$ cat config.mk
export PLATFORM = sky130hd
export DESIGN_NAME = cam_ternary_flat
export DESIGN_NICKNAME = d
export VERILOG_FILES = /design/src/rtl/cam_pkg.sv /design/src/rtl/cam_ternary_if.sv /design/src/rtl/cam_prio_enc.sv /design/src/rtl/cam_ternary.sv /design/src/flat_wrapper.sv
export SDC_FILE = /design/constraint.sdc
export NUM_CORES = 1
export LEC_CHECK = 0
export ABC_AREA = 1
export CORE_UTILIZATION = 30
export DETAILED_ROUTE_END_ITERATION = 6
export GPL_ROUTABILITY_DRIVEN = 0
export SETUP_SLACK_MARGIN = 0.15
export SLEW_MARGIN = 20
export SYNTH_ARGS = -nofsm -noshare
export SYNTH_HDL_FRONTEND = slang
export SYNTH_SLANG_ARGS = --single-unit
$ cat constraint.sdc
create_clock -name clock -period 12.1 [get_ports clock]
set_clock_uncertainty 0.15 [all_clocks]
set_input_delay 2.42 -clock clock [delete_from_list [all_inputs] [get_ports clock]]
set_output_delay 2.42 -clock clock [all_outputs]
set_load 0.03 [all_outputs]
$ cat src/rtl/cam_pkg.sv
// cam_pkg: command encoding shared by the ternary CAM and its bench
package cam_pkg;
  typedef enum logic [1:0] {
    CAM_READ,
    CAM_WRITE,
    CAM_INVALIDATE,
    CAM_FLUSH
  } CAM_CMD;
endpackage

$ cat src/rtl/cam_ternary_if.sv
// cam_ternary_if: command and lookup/occupancy bundle of the ternary CAM
interface cam_ternary_if #(parameter int SIZE = 8, parameter int WIDTH = 32);
  import cam_pkg::*;
  localparam int IDX_W = SIZE > 1 ? $clog2(SIZE) : 1;
  logic enable;
  CAM_CMD command;
  logic [IDX_W-1:0] write_idx;
  logic [WIDTH-1:0] data;
  logic [WIDTH-1:0] mask;
  logic hit;
  logic [IDX_W-1:0] read_idx;
  logic multi_hit;
  logic [IDX_W:0] valid_count;
  logic full;
  logic [IDX_W-1:0] free_idx;
  logic free_valid;
  modport master(
    output enable, command, write_idx, data, mask,
    input hit, read_idx, multi_hit, valid_count, full, free_idx, free_valid
  );
  modport slave(
    input enable, command, write_idx, data, mask,
    output hit, read_idx, multi_hit, valid_count, full, free_idx, free_valid
  );
endinterface

$ cat src/rtl/cam_prio_enc.sv
// cam_prio_enc: lowest-set-bit index plus any/multiple-set flags
module cam_prio_enc #(
  parameter int N = 8,
  localparam int W = N > 1 ? $clog2(N) : 1
) (
  input  logic [N-1:0] req,
  output logic [W-1:0] idx,
  output logic         any,
  output logic         multi
);
  // scan from the top so the lowest set bit wins
  always_comb begin
    idx = '0;
    for (int i = N - 1; i >= 0; i--) if (req[i]) idx = W'(i);
  end
  assign any   = |req;
  assign multi = |(req & (req - N'(1)));
endmodule

$ cat src/rtl/cam_ternary.sv
// cam_ternary: ternary CAM with registered lookup, occupancy count and free-slot finder
module cam_ternary import cam_pkg::*; #(
  parameter int SIZE  = 8,
  parameter int WIDTH = 32
) (
  input logic          clock,
  input logic          reset,
  cam_ternary_if.slave bus
);
  localparam int IDX_W = SIZE > 1 ? $clog2(SIZE) : 1;
  logic [SIZE-1:0] valid, match;
  logic [WIDTH-1:0] key [SIZE];
  logic [WIDTH-1:0] care [SIZE];
  logic [IDX_W:0] count;
  logic [IDX_W-1:0] read_idx, match_idx, free_idx;
  logic hit, multi_hit, match_any, match_multi, free_any, unused_free_multi;
  logic in_range, do_rd, do_wr, do_inv, do_flush;
  assign in_range = 32'(bus.write_idx) < SIZE;
  assign do_rd    = bus.enable && bus.command == CAM_READ;
  assign do_wr    = bus.enable && bus.command == CAM_WRITE && in_range;
  assign do_inv   = bus.enable && bus.command == CAM_INVALIDATE && in_range;
  assign do_flush = bus.enable && bus.command == CAM_FLUSH;
  // per-entry ternary compare; search data is used unmasked
  always_comb begin
    match = '0;
    for (int e = 0; e < SIZE; e++) match[e] = valid[e] && ((key[e] ^ bus.data) & care[e]) == '0;
  end
  cam_prio_enc #(.N(SIZE)) u_match (.req(match), .idx(match_idx), .any(match_any), .multi(match_multi));
  cam_prio_enc #(.N(SIZE)) u_free (.req(~valid), .idx(free_idx), .any(free_any), .multi(unused_free_multi));
  // key/care payload is never reset; only the valid bits qualify it
  always_ff @(posedge clock) begin
    if (!reset && do_wr) begin
      key[bus.write_idx]  <= bus.data;
      care[bus.write_idx] <= bus.mask;
    end
  end
  // valid bits, occupancy count and registered lookup result
  always_ff @(posedge clock) begin
    if (reset) begin
      valid     <= '0;
      count     <= '0;
      hit       <= 1'b0;
      multi_hit <= 1'b0;
      read_idx  <= '0;
    end else begin
      if (do_flush) begin
        valid <= '0;
        count <= '0;
      end else if (do_wr && !valid[bus.write_idx]) begin
        valid[bus.write_idx] <= 1'b1;
        count <= count + 1'b1;
      end else if (do_inv && valid[bus.write_idx]) begin
        valid[bus.write_idx] <= 1'b0;
        count <= count - 1'b1;
      end
      hit       <= do_rd && match_any;
      multi_hit <= do_rd && match_multi;
      if (do_rd && match_any) read_idx <= match_idx;
    end
  end
  assign bus.hit         = hit;
  assign bus.multi_hit   = multi_hit;
  assign bus.read_idx    = read_idx;
  assign bus.valid_count = count;
  assign bus.full        = count == (IDX_W + 1)'(SIZE);
  assign bus.free_idx    = free_idx;
  assign bus.free_valid  = free_any;
endmodule

$ cat src/flat_wrapper.sv
// flat-port wrapper written by rule: the top's interface ports become plain ports
module cam_ternary_flat import cam_pkg::*;
#(
  parameter int SIZE  = 8,
  parameter int WIDTH = 32
)
  (clock, reset, bus_enable, bus_command, bus_write_idx, bus_data, bus_mask, bus_hit, bus_read_idx, bus_multi_hit, bus_valid_count, bus_full, bus_free_idx, bus_free_valid);
  cam_ternary_if #(.SIZE(SIZE), .WIDTH(WIDTH)) bus_i ();
  input logic clock;
  input logic reset;
  input wire logic [$bits(bus_i.enable)-1:0] bus_enable;
  input wire logic [$bits(bus_i.command)-1:0] bus_command;
  input wire logic [$bits(bus_i.write_idx)-1:0] bus_write_idx;
  input wire logic [$bits(bus_i.data)-1:0] bus_data;
  input wire logic [$bits(bus_i.mask)-1:0] bus_mask;
  output wire logic [$bits(bus_i.hit)-1:0] bus_hit;
  output wire logic [$bits(bus_i.read_idx)-1:0] bus_read_idx;
  output wire logic [$bits(bus_i.multi_hit)-1:0] bus_multi_hit;
  output wire logic [$bits(bus_i.valid_count)-1:0] bus_valid_count;
  output wire logic [$bits(bus_i.full)-1:0] bus_full;
  output wire logic [$bits(bus_i.free_idx)-1:0] bus_free_idx;
  output wire logic [$bits(bus_i.free_valid)-1:0] bus_free_valid;
  assign bus_i.enable = bus_enable;
  assign bus_i.command = bus_command;
  assign bus_i.write_idx = bus_write_idx;
  assign bus_i.data = bus_data;
  assign bus_i.mask = bus_mask;
  assign bus_hit = bus_i.hit;
  assign bus_read_idx = bus_i.read_idx;
  assign bus_multi_hit = bus_i.multi_hit;
  assign bus_valid_count = bus_i.valid_count;
  assign bus_full = bus_i.full;
  assign bus_free_idx = bus_i.free_idx;
  assign bus_free_valid = bus_i.free_valid;
  cam_ternary #(.SIZE(SIZE), .WIDTH(WIDTH)) u_core (.clock(clock), .reset(reset), .bus(bus_i));
endmodule
==> results, run 1 <==
- The final worst-path cycle share is 0.4207.
- The initialized floorplan defines 100 standard-cell rows.
- After global routing the overflow that remains totals 0.
- The post-synth design cell area is 22640 µm².
- After synthesis the netlist holds a flip-flop and latch count of 529.
- In the final layout, the share of cells above drive strength 1 is 0.08739.
- In this run the remaining antenna-violating nets after routing total 0.
- The number of global-route vias before repair is 14270.
- The number of sinks on the clock net is 529.
- The synthesized instance count is 2038.
- For the worst-skew pair, the clock arrives at the later sink with an insertion delay of 0.62 ns.
- The level count of the clock H-tree is 2.
- The layout net count is 2229.
- The tool flagged a number of max-cap violations equal to 0.
- After detailed routing, the average wire length per cell comes to 19.85 µm.
- The wire length reported by the detailed router is 62860 µm.
- The die area is 76560 µm².
- The final critical-path required period is 5.091 ns.
- The initial antenna violation count is 3.
- The clock passes through at most 3 buffers.
- Relative to the synthesized area, the layout overhead comes to 16.04%.
- With fillers left out, the area of the finished cells amounts to 26270 µm².
- The cell area reported after detailed placement is 24550 µm².
- The maximum achievable frequency is 0.1964 GHz.
- In this run the register-to-register setup slack is 9.38 ns.
- In the global route stage, overall resource usage came out at 0.1616.
- The required time at the worst-slack endpoint is 12.18 ns.
- From bottom edge to top edge, the die measures 276.7 µm.
- The largest total area in the synthesized netlist belongs to edfxtp_1.
- Adding up every negative setup slack in the final design gives 0 ns.
- The classification of the worst-slack hold path is flip-flop to flip-flop.
- The run finished with clean final reports.
- The relative max-transition margin is 0.2690.
- The half-perimeter wire length after placement is 44120 µm.
- Setup violations remaining at the end of the flow were counted as 0.
- The root buffer cell chosen for the clock tree is clkbuf_16.
- VDD sags by at most 0.0001109 V.
- The floorplan step defined a core boundary enclosing 74570 µm².
- The arrival time at the worst endpoint is 5.18 ns.
- The most critical setup path has its startpoint at bus_enable.
- The number of slew-limit violations in the final report is 0.
- The critical path ends at u_core.care[2][18].
- For this block, the initial DRC count from the detailed router was 1802.
- The global-route wire length before repair is 91820 µm.
- Input and output buffers added on the ports amount to 85.
- By area the synthesized netlist is led by edfxtp_1, nand2_1, nand3_1, inv_1, nor2_1.
- The nature of the critical path endpoint is a flip-flop.
- The endpoint of the worst-slack reg-to-reg timing path is u_core.bus.valid_count[3].
- The post-CTS setup-driven buffer insertion count is 0.
- The part of the Yosys area used for sequential elements is 0.6942.
- The maximum number of pins on one net before global-route repair is 65.
- The type of origin of the critical path is an input port.
- The number of enable flip-flop cells after synthesis is 512.
- The die is 276.7 µm wide.
- The routed layout has 15240 vias.
- Yosys printed 0 warnings.
- The maximum net fanout on the critical path is 38.
- The initial utilization of the core area, before any placement, comes to 0.3036.
- The net count after synthesis is 2113.
- The mean post-synth cell area is 11.11 µm².
- The pre-antenna-repair detailed-routing pass consisted of 7 iterations.
- The length in cells of the worst reg-to-reg path is 11.
- For this design the ratio of total power to cell area is 146.2 nW/µm².
- By startpoint and endpoint, the worst setup path is classified as input port to flip-flop.
- In the routed design, unresolved DRC markers number 0.
- For the pin with the worst max-slew slack, the measured transition is 1.096 ns.
- The leakage dissipation is 9.737 nW.
- The final number of hold-violating endpoints is 0.
- The most used flip-flop cell after synthesis is edfxtp_1.
- The number of buffers added to fix hold violations after cts is 0.
- The number of gates given a new drive strength after cts is 0.
- The number of different library cells used by synthesis comes to 37.
- The clock tree from TritonCTS is yes.
- For this run, asynchronously set or reset flops after synthesis account for 0.
- The clock input transition at the sequential cells of the worst setup and hold paths is 0.06 ns.
- In this run, CTS created clock tree buffers numbering 54.
- Setup repair after global routing left no endpoint under its margin.
- The fraction of post-synthesis cell area in the top cell type by area is 0.6792.
- The number of ports placed on the die boundary is 86.
- The mean number of vias per cell is 4.812.
[where the power goes]
part	internal, mW	switching, mW	total, mW
sequential	2.02	0.00527	2.03
clock	0.941	0.692	1.63
combinational	0.0563	0.124	0.180
[synth_stat cells, drive strengths merged (7+ instances only)]
| cell type | instances |
|---|---|
| o21ai | 22 |
| nor3 | 11 |
| a21oi | 21 |
| nor2 | 171 |
| nand3 | 279 |
| dfxtp | 17 |
| edfxtp | 512 |
| inv | 191 |
| buf | 32 |
| a31oi | 9 |
| nand2 | 560 |
| nand4 | 50 |
| or2 | 135 |
| xor2 | 7 |
[kinds of logic after synthesis]
family / Yosys count / synth area share
compound gates: 58 / 0.01398
xor+xnor: 9 / 0.003482
fa+ha+maj: 3 / 0.001990
buf+inv: 226 / 0.04383
flops: 529 / 0.6942
simple gates: 1213 / 0.2425
[critical path, cell delays in order]
cell,delay [ns]
clkdlybuf4s50_1,0.50
nand2_1,0.08
nor2_1,0.15
nand2_1,0.45
nor2_4,0.87
buf_4,0.63
[cell usage in the layout, fill, tap and decap left out, drive strengths merged, types with 9 or more instances in the layout]
master / instances
a31oi: 9
dfxtp: 17
nand4: 50
clkbuf: 69
inv: 193
nand3: 279
nor3: 11
o21ai: 22
edfxtp: 512
or2: 135
a21oi: 21
clkdlybuf4s50: 85
clkinv: 25
nor2: 171
nand2: 560
[registers in the layout, summed over array words and instances, names as in the netlist, named ones only]
signal,count
u_core.care,256
u_core.bus.hit,1
u_core.bus.valid_count,4
u_core.bus.read_idx,3
u_core.key,256
u_core.bus.multi_hit,1
[final cells by class]
class / count / area (µm²)
flip-flops and latches: 529 / 15720
clock buffers: 69 / 1429
multi-input cells: 1283 / 5991
inverters: 193 / 724.4
fillers: 7282 / 48300
well taps: 969 / 1212
clock inverters: 30 / 285.3
repair buffers: 93 / 910.9
diodes: 1 / 2.502
[how the worst min path moves through the flow]
stage,cells after the start,slack (ns),endpoint,startpoint
final,2,0.31,u_core.bus.read_idx[2],u_core.bus.read_idx[2]
after global placement,2,0.29,u_core.bus.read_idx[2],u_core.bus.read_idx[2]
after floorplan,2,0.31,flip-flop,flip-flop
after detailed placement,2,0.31,u_core.bus.read_idx[2],u_core.bus.read_idx[2]
after global routing,2,0.35,u_core.bus.read_idx[2],u_core.bus.read_idx[2]
after CTS,2,0.32,u_core.bus.read_idx[2],u_core.bus.read_idx[2]
[per-layer routing]
metal  part of all wire  routed length (µm)  track usage
met1               0.41               25770       0.2133
met2               0.47               29530       0.2623
met3              0.088                5517      0.03273
met4              0.032                2010      0.05954
met5            0.00049                  31            0
[per-stage QoR]
stage	hold WS [ns]	setup slack (ns)	util	power [mW]	std cells
detailed placement	0.3123	6.362	0.3293	2.245	3067
CTS	0.3218	6.998	0.3522	3.869	3166
global route	0.3528	6.834	0.3523	3.949	3167
global placement	0.2915	6.443	0.3293	2.240	3067
floorplan	0.3126	6.030	-	2.154	2038
finish	0.3119	7.009	0.3523	3.840	3167
No activity file was read; power rests on OpenSTA's default activity.
==> run 2, diff against run 1 <==
==> constraint.sdc (replaced) <==
create_clock -name clock -period 4.1 [get_ports clock]
set_clock_uncertainty 0.15 [all_clocks]
set_input_delay 0.82 -clock clock [delete_from_list [all_inputs] [get_ports clock]]
set_output_delay 0.82 -clock clock [all_outputs]
set_load 0.03 [all_outputs]
==> run 2 against run 1 <==
Against the previous run: critical path depth shrank 1; first-iteration DRC count fell by 15%; wire length grew 2.1%; via count grew 1.9%; combinational power rose to 3.1 times the previous value; flip-flop and latch count unchanged; cell area increased by 1.7%; utilization increased by 0.61 points; non-clock buffer count is 32 higher; count of clock-buffer cells in the layout increased by 1; cell count up 1.0%; highest routed layer unchanged.
==> results, run 2 (same netlist as run 1, synthesis figures left out) <==
- The flow ran to the end, and the final reports show no timing, DRC or antenna violations.
- The final number of hold-violating endpoints was 0.
- Internal power comes to 8.971 mW.
- The die height is 276.7 µm.
- The maximum achievable frequency is 0.2838 GHz.
- The level count of the clock H-tree is 2.
- The depth of the worst hold-timing path is 2.
- The overflow left after global routing is 0.
- The worst setup path is captured at an output pin.
- For this run, global-route usage on met3 was measured as 0.03079.
- The maximum net fanout on the critical path is 4.
- Clock latency on the worst-skew pair, taken at its later pin, is 0.61 ns.
- The ratio of cells with drive above 1 in the final layout is 0.1013.
- In this run, post-CTS hold repair placed 0 buffers.
- The part of the power in registers is 0.523.
- Of the available clock period, the critical path in the final layout requires 0.8593.
- The clock network fraction of design power is 0.428.
- The final layout contains 2263 nets.
- Across all register-to-register paths, the minimum setup slack is 1.63 ns.
- The wire length reported by the detailed router is 64210 µm.
- The total routing resource utilization after global routing is 0.1657.
- The clock net in this run drives a total of 529 sinks.
- The number of global-route vias before repair is 14490.
- The post-CTS setup-driven buffer insertion count is 0.
- The die area is 76560 µm².
- In this run the horizontal extent of the chip is 276.7 µm.
- The pre-antenna-repair detailed-routing pass consisted of 7 iterations.
- The number of slew-limit violations in the final report was 0.
- The number of gates resized after CTS was 0.
- The post-layout instance area is 26720 µm².
- For this design the top-level I/O count stands at 86.
- In the layout the commonest cells are nand2_1, edfxtp_1, nand3_1.
- In the routed layout, each cell is associated on average with a via count of 4.851.
- In the global route stage, met2 resource usage came out at 0.2700.
- The worst slack on hold paths is 0.3671 ns.
- In this run the clock root is driven by a clkbuf_16.
- Dividing the detail-routed wire length by the instance count gives 20.06 µm.
- The number of placed instances with taps included is 3099.
- STA classifies the critical path startpoint as a flip-flop.
- The finished layout holds 3200 standard cells, fillers aside.
- The tool flagged a number of max-cap violations equal to 0.
- The leakage dissipation is 9.932 nW.
- The met1 demand-to-capacity share in global routing is 0.2204.
- After clock tree synthesis, the clock-pin slew on the worst setup and hold paths is 0.06 ns.
- Summing over every cut layer, the via total after detailed routing is 15520.
- Data arrives at the worst endpoint at 2.55 ns.
- The global-route wire length before repair is 94390 µm.
- The required time at the worst-slack endpoint is 3.13 ns.
- The most common cell after layout, fill and taps aside is nand2_1.
- The slew of the pin with the lowest slew margin is 0.7983 ns.
- The classification of the worst-slack hold path is flip-flop to flip-flop.
- The final count of negative-setup-slack endpoints is 0.
- The start-to-end type of the worst setup path is flip-flop to output pin.
- Of the total power, the share spent switching nets is 0.2149.
- The power share of the combinational group is 0.048.
- For this design the ratio of total power to cell area is 427.6 nW/µm².
- The launch instance of the worst register-to-register path is u_core.key[2][11].
- The cell area reported after detailed placement is 24960 µm².
- The number of rows created at floorplan is 100.
- After legalization and detailed placement, the total HPWL measured 46760 µm.
- The initial utilization of the core area, before any placement, comes to 0.3036.
- TritonCTS built the clock tree.
- The relative max-transition margin is 0.4661.
- The most utilized layer in the global route result is met2.
- In this run the remaining antenna-violating nets after routing total 0.
- The count of routing violations after the opening detailed-route iteration is 1533.
- The initial antenna violation count is 1.
- The synthesis-to-layout area growth is 18.05%.
- The worst-case IR drop observed on VDD is 0.0002811 V.
- Subtracting the final worst setup slack from the clock period gives 3.523 ns.
- Setup repair after global routing left no endpoint under its margin.
- The longest clock path from root to sink contains 3 buffers.
- Counting the buffers created by CTS gives 56.
- The standard cell core area is 74570 µm².
- The switching power is 2.455 mW.
- The count of unresolved DRC violations after routing is 0.
- The number of I/O port buffers is 85.
- Entering global routing, the biggest net connects 65 pins.
- The length in cells of the worst reg-to-reg path is 13.
- The worst register-to-register path ends at u_core.bus.multi_hit.
## run 2: changes by cell type in the layout (fill, tap and decap cells not counted)
cell,delta
clkinvlp_4,+5
buf_12,+13
clkinv_2,-5
clkbuf_16,+3
clkbuf_1,-2
clkinv_1,+1
buf_4,+19
clkinv_8,+1
bufinv_16,-1
inv_16,-1
## run 2: power by group through the flow
stage | Combinational (mW) | Sequential [mW] | Clock [mW]
final | 0.552 | 5.98 | 4.89
after global routing | 0.601 | 5.98 | 5.18
after CTS | 0.550 | 5.98 | 4.99
after detailed placement | 0.548 | 6.09 | 0
after global placement | 0.536 | 6.09 | 0
after floorplan | 0.261 | 6.10 | 0
## run 2: final cells by class
type,instances,area [µm²]
Fill cell,7271,47850
Antenna cell,1,2.502
Inverter,193,724.4
Clock inverter,30,267.8
Sequential cell,529,15720
Clock buffer,70,1496
Multi-Input combinational cell,1283,5991
Timing Repair Buffer,125,1314
Tap cell,969,1212
## run 2: critical path, cell delays in order, from the launching register on
cell	delay [ns]
dfxtp_1	0.43
inv_1	0.14
nor4_1	0.52
inv_1	0.08
nor2_1	0.10
clkdlybuf4s50_1	0.68
## run 2: worst max path at each step
stage,start,to
6_report,flip-flop,bus_free_idx[2]
5_1_grt,flip-flop,bus_free_idx[2]
4_1_cts,flip-flop,bus_free_idx[2]
3_5_place_dp,bus_data[24],u_core.bus.multi_hit
3_3_place_gp,bus_data[24],u_core.bus.multi_hit
2_1_floorplan,bus_command[0],u_core.care[0][0]
## run 2: per-stage QoR
stage          setup WS, ns  total power [mW]    util  TNS (ns)
4_1_cts              0.5983             11.52  0.3583         0
6_report             0.5768             11.43  0.3584         0
3_3_place_gp         0.4357             6.628  0.3347         0
2_1_floorplan       -0.3702             6.358       -   -189.56
3_5_place_dp         0.4012             6.642  0.3347         0
5_1_grt              0.3391             11.77  0.3583         0
## run 2: per-layer routing
layer  share of wire  routed length [µm]  up-vias
met2            0.46               29850      663
met5          0.0012                  79        -
met1            0.42               26860     7443
li1                -                   -     7264
met3           0.081                5173      149
met4           0.035                2246        4
==> run 3, diff against run 2 <==
--- a/config.mk
+++ b/config.mk
@@ -6,6 +6,7 @@
 export NUM_CORES = 1
 export LEC_CHECK = 0
 export ABC_AREA = 1
+export CORE_MARGIN = 2
 export CORE_UTILIZATION = 30
 export DETAILED_ROUTE_END_ITERATION = 6
 export GPL_ROUTABILITY_DRIVEN = 0
==> run 3 against run 2 <==
Against the previous run: flip-flop and latch count stayed put; wire length fell by 0.39%; sequential share of layout area about the same; largest power group unchanged.
==> results, run 3 (same netlist as run 1, synthesis figures left out) <==
- The run finished with clean final reports.
- The final number of hold-violating endpoints is 0.
- The floorplan die width is 278.7 µm.
- The number of setup buffers added after CTS is 0.
- The power share of the combinational group is 0.047.
- Leaving out fill and tap cells, the most frequent cells in the layout are nand2_1, edfxtp_1, nand3_1.
- The analysis attributes to net switching a power of 2.483 mW.
- The most utilized layer in the global route result is met2.
- The final total negative setup slack is 0 ns.
- Of the total power, the clock network draws 0.440.
- The die area is 77670 µm².
- The maximum net fanout on the critical path is 4.
- For this run, global-route usage on met3 was measured as 0.02853.
- The placement-stage worst setup slack is 0.4481 ns.
- Across all layers, the routed design uses 15460 vias.
- The count of max-cap constraint violations is 0.
- Across all setup checks in the final design, the least slack found is 0.6039 ns.
- The longest clock path from root to sink contains 3 buffers.
- Across all hold checks on the routed design, the worst slack comes to 0.3667 ns.
- The region available for standard cell placement spans 74570 µm².
- The overflow left after global routing is 0.
- The number of slew-limit violations in the final report is 0.
- In this run the register-to-register setup slack is 1.57 ns.
- The multi-input gate area in the final layout is 5991 µm².
- The number of rows created at floorplan is 100.
- Of the total power, registers draw 0.513.
- The clock input transition at the sequential cells of the worst setup and hold paths is 0.07 ns.
- The layout net count is 2257.
- Once detail routing completed, the nets flagged for antenna violations numbered 0.
- After detailed routing, the number of remaining DRC violations is 0.
- The worst setup path is captured at an output pin.
- The level count of the clock H-tree is 2.
- The final count of negative-setup-slack endpoints is 0.
- The number of sinks on the clock net is 529.
- The mean routed wirelength per cell is 20.02 µm.
- The number of iterations in the first detailed-routing pass is 5.
- The wire length reported by the detailed router is 63960 µm.
- The die is 278.7 µm tall.
- The half-perimeter wire length after placement is 45750 µm.
- In this run, post-CTS repair resized a total of 0 instances.
- The cell internal power dissipation is 9.182 mW.
- Clock tree synthesis inserted a total of 54 buffers.
- The clock tree from TritonCTS is yes.
- The cell sitting at the root of the clock tree is a clkbuf_16.
- The global-route wire length before repair is 93370 µm.
- Setup repair after global routing left no endpoint under its margin.
- Total power for the finished layout comes to 11.67 mW.
- Compared with the post-synthesis result, the final layout area differs by 18.02%.
- Entering global routing, the biggest net connects 65 pins.
- At the later pin of the worst-skew pair, clock insertion delay measures 0.62 ns.
- At the pin with the least slew margin, the transition time is 0.8319 ns.
- For this configuration, the core starts out at a cell density of 0.3036.
- The library cell used most frequently in the layout, excluding fill and tap cells, is nand2_1.
- The total routing resource utilization after global routing is 0.1620.
- The number of global-route vias before repair is 14470.
- The launch instance of the worst min-delay path is u_core.bus.read_idx[2].
- The count of routing violations after the opening detailed-route iteration is 1779.
- For this design the ratio of total power to cell area is 436.6 nW/µm².
- The met2 global-route usage is 0.2624.
- For this run, the top clock speed supported by timing is 0.2860 GHz.
- Of the cells placed in the final design, the portion with a size suffix greater than 1 is 0.1029.
- In this run the tool buffered the top-level ports with 85 buffer cells.
- The min-delay analysis places its worst path in the category flip-flop to flip-flop.
- The launch instance of the worst register-to-register path is u_core.key[2][11].
- The final critical-path required period is 3.496 ns.
- The leakage dissipation is 9.952 nW.
- The number of fill cells is 7253.
- Of the total power, the share spent switching nets is 0.2129.
- The worst voltage drop across the vdd grid is 0.0002586 V.
- The type of origin of the critical path is a flip-flop.
- For the worst setup path, the data arrival time is 2.53 ns.
- The number of ports placed on the die boundary is 86.
- The initial antenna violation count is 3.
- The number of buffers added to fix hold violations after cts is 0.
- The register area is 15720 µm².
- For the worst setup path, the data required time is 3.13 ns.
- Dividing the final minimum period by the clock period gives 0.8527.
- The setup path with the least slack is of type flip-flop to output pin.
- The relative max-transition margin is 0.4395.
- For met1 alone, demand over resource in global routing was 0.2216.
- The mean number of vias per cell is 4.841.
- The number of antenna diodes in the final layout is 0.
==> run 3: per-layer routing <==
| metal | vias to the layer above | share of wire |
|---|---|---|
| li1 | 7249 | - |
| met1 | 7503 | 0.43 |
| met2 | 599 | 0.47 |
| met3 | 104 | 0.077 |
| met4 | 6 | 0.028 |
| met5 | - | 0.00069 |
==> run 3: critical path, cell delays in order, from the launching register on <==
cell and delay [ns]:
dfxtp_1 0.43, inv_1 0.14, nor4_1 0.48, inv_1 0.08
nor2_1 0.11, clkdlybuf4s50_1 0.68
==> run 3: final cells by class <==
cell class,instances,share of cell area
timing repair buffer,121,0.04617
tap,969,0.04538
inverter,193,0.02711
clock buffer,57,0.05100
clock inverter,42,0.01794
multi-input combinational,1283,0.2242
sequential,529,0.5882
==> run 3: final timing paths <==
kind	end	depth (start not counted)
worst min register to register	u_core.bus.read_idx[2]	2
worst min-delay path	u_core.bus.read_idx[2]	2
worst max-delay path	bus_free_idx[2]	5
worst max register to register	u_core.bus.hit	11
==> run 3: stage by stage <==
stage            util  cells  area, µm²
2_1_floorplan       -   2038      22640
6_report       0.3583   3194      26720
3_5_place_dp   0.3336   3095      24880
3_3_place_gp   0.3336   3095      24880
4_1_cts        0.3583   3194      26720
5_1_grt        0.3583   3194      26720
==> run 3: power groups by stage <==
| stage | combinational, mW | clock [mW] | sequential (mW) |
|---|---|---|---|
| floorplan | 0.261 | 0 | 6.10 |
| global placement | 0.532 | 0 | 6.09 |
| detailed placement | 0.546 | 0 | 6.09 |
| CTS | 0.549 | 5.23 | 5.98 |
| global route | 0.601 | 5.43 | 5.98 |
| finish | 0.549 | 5.14 | 5.98 |
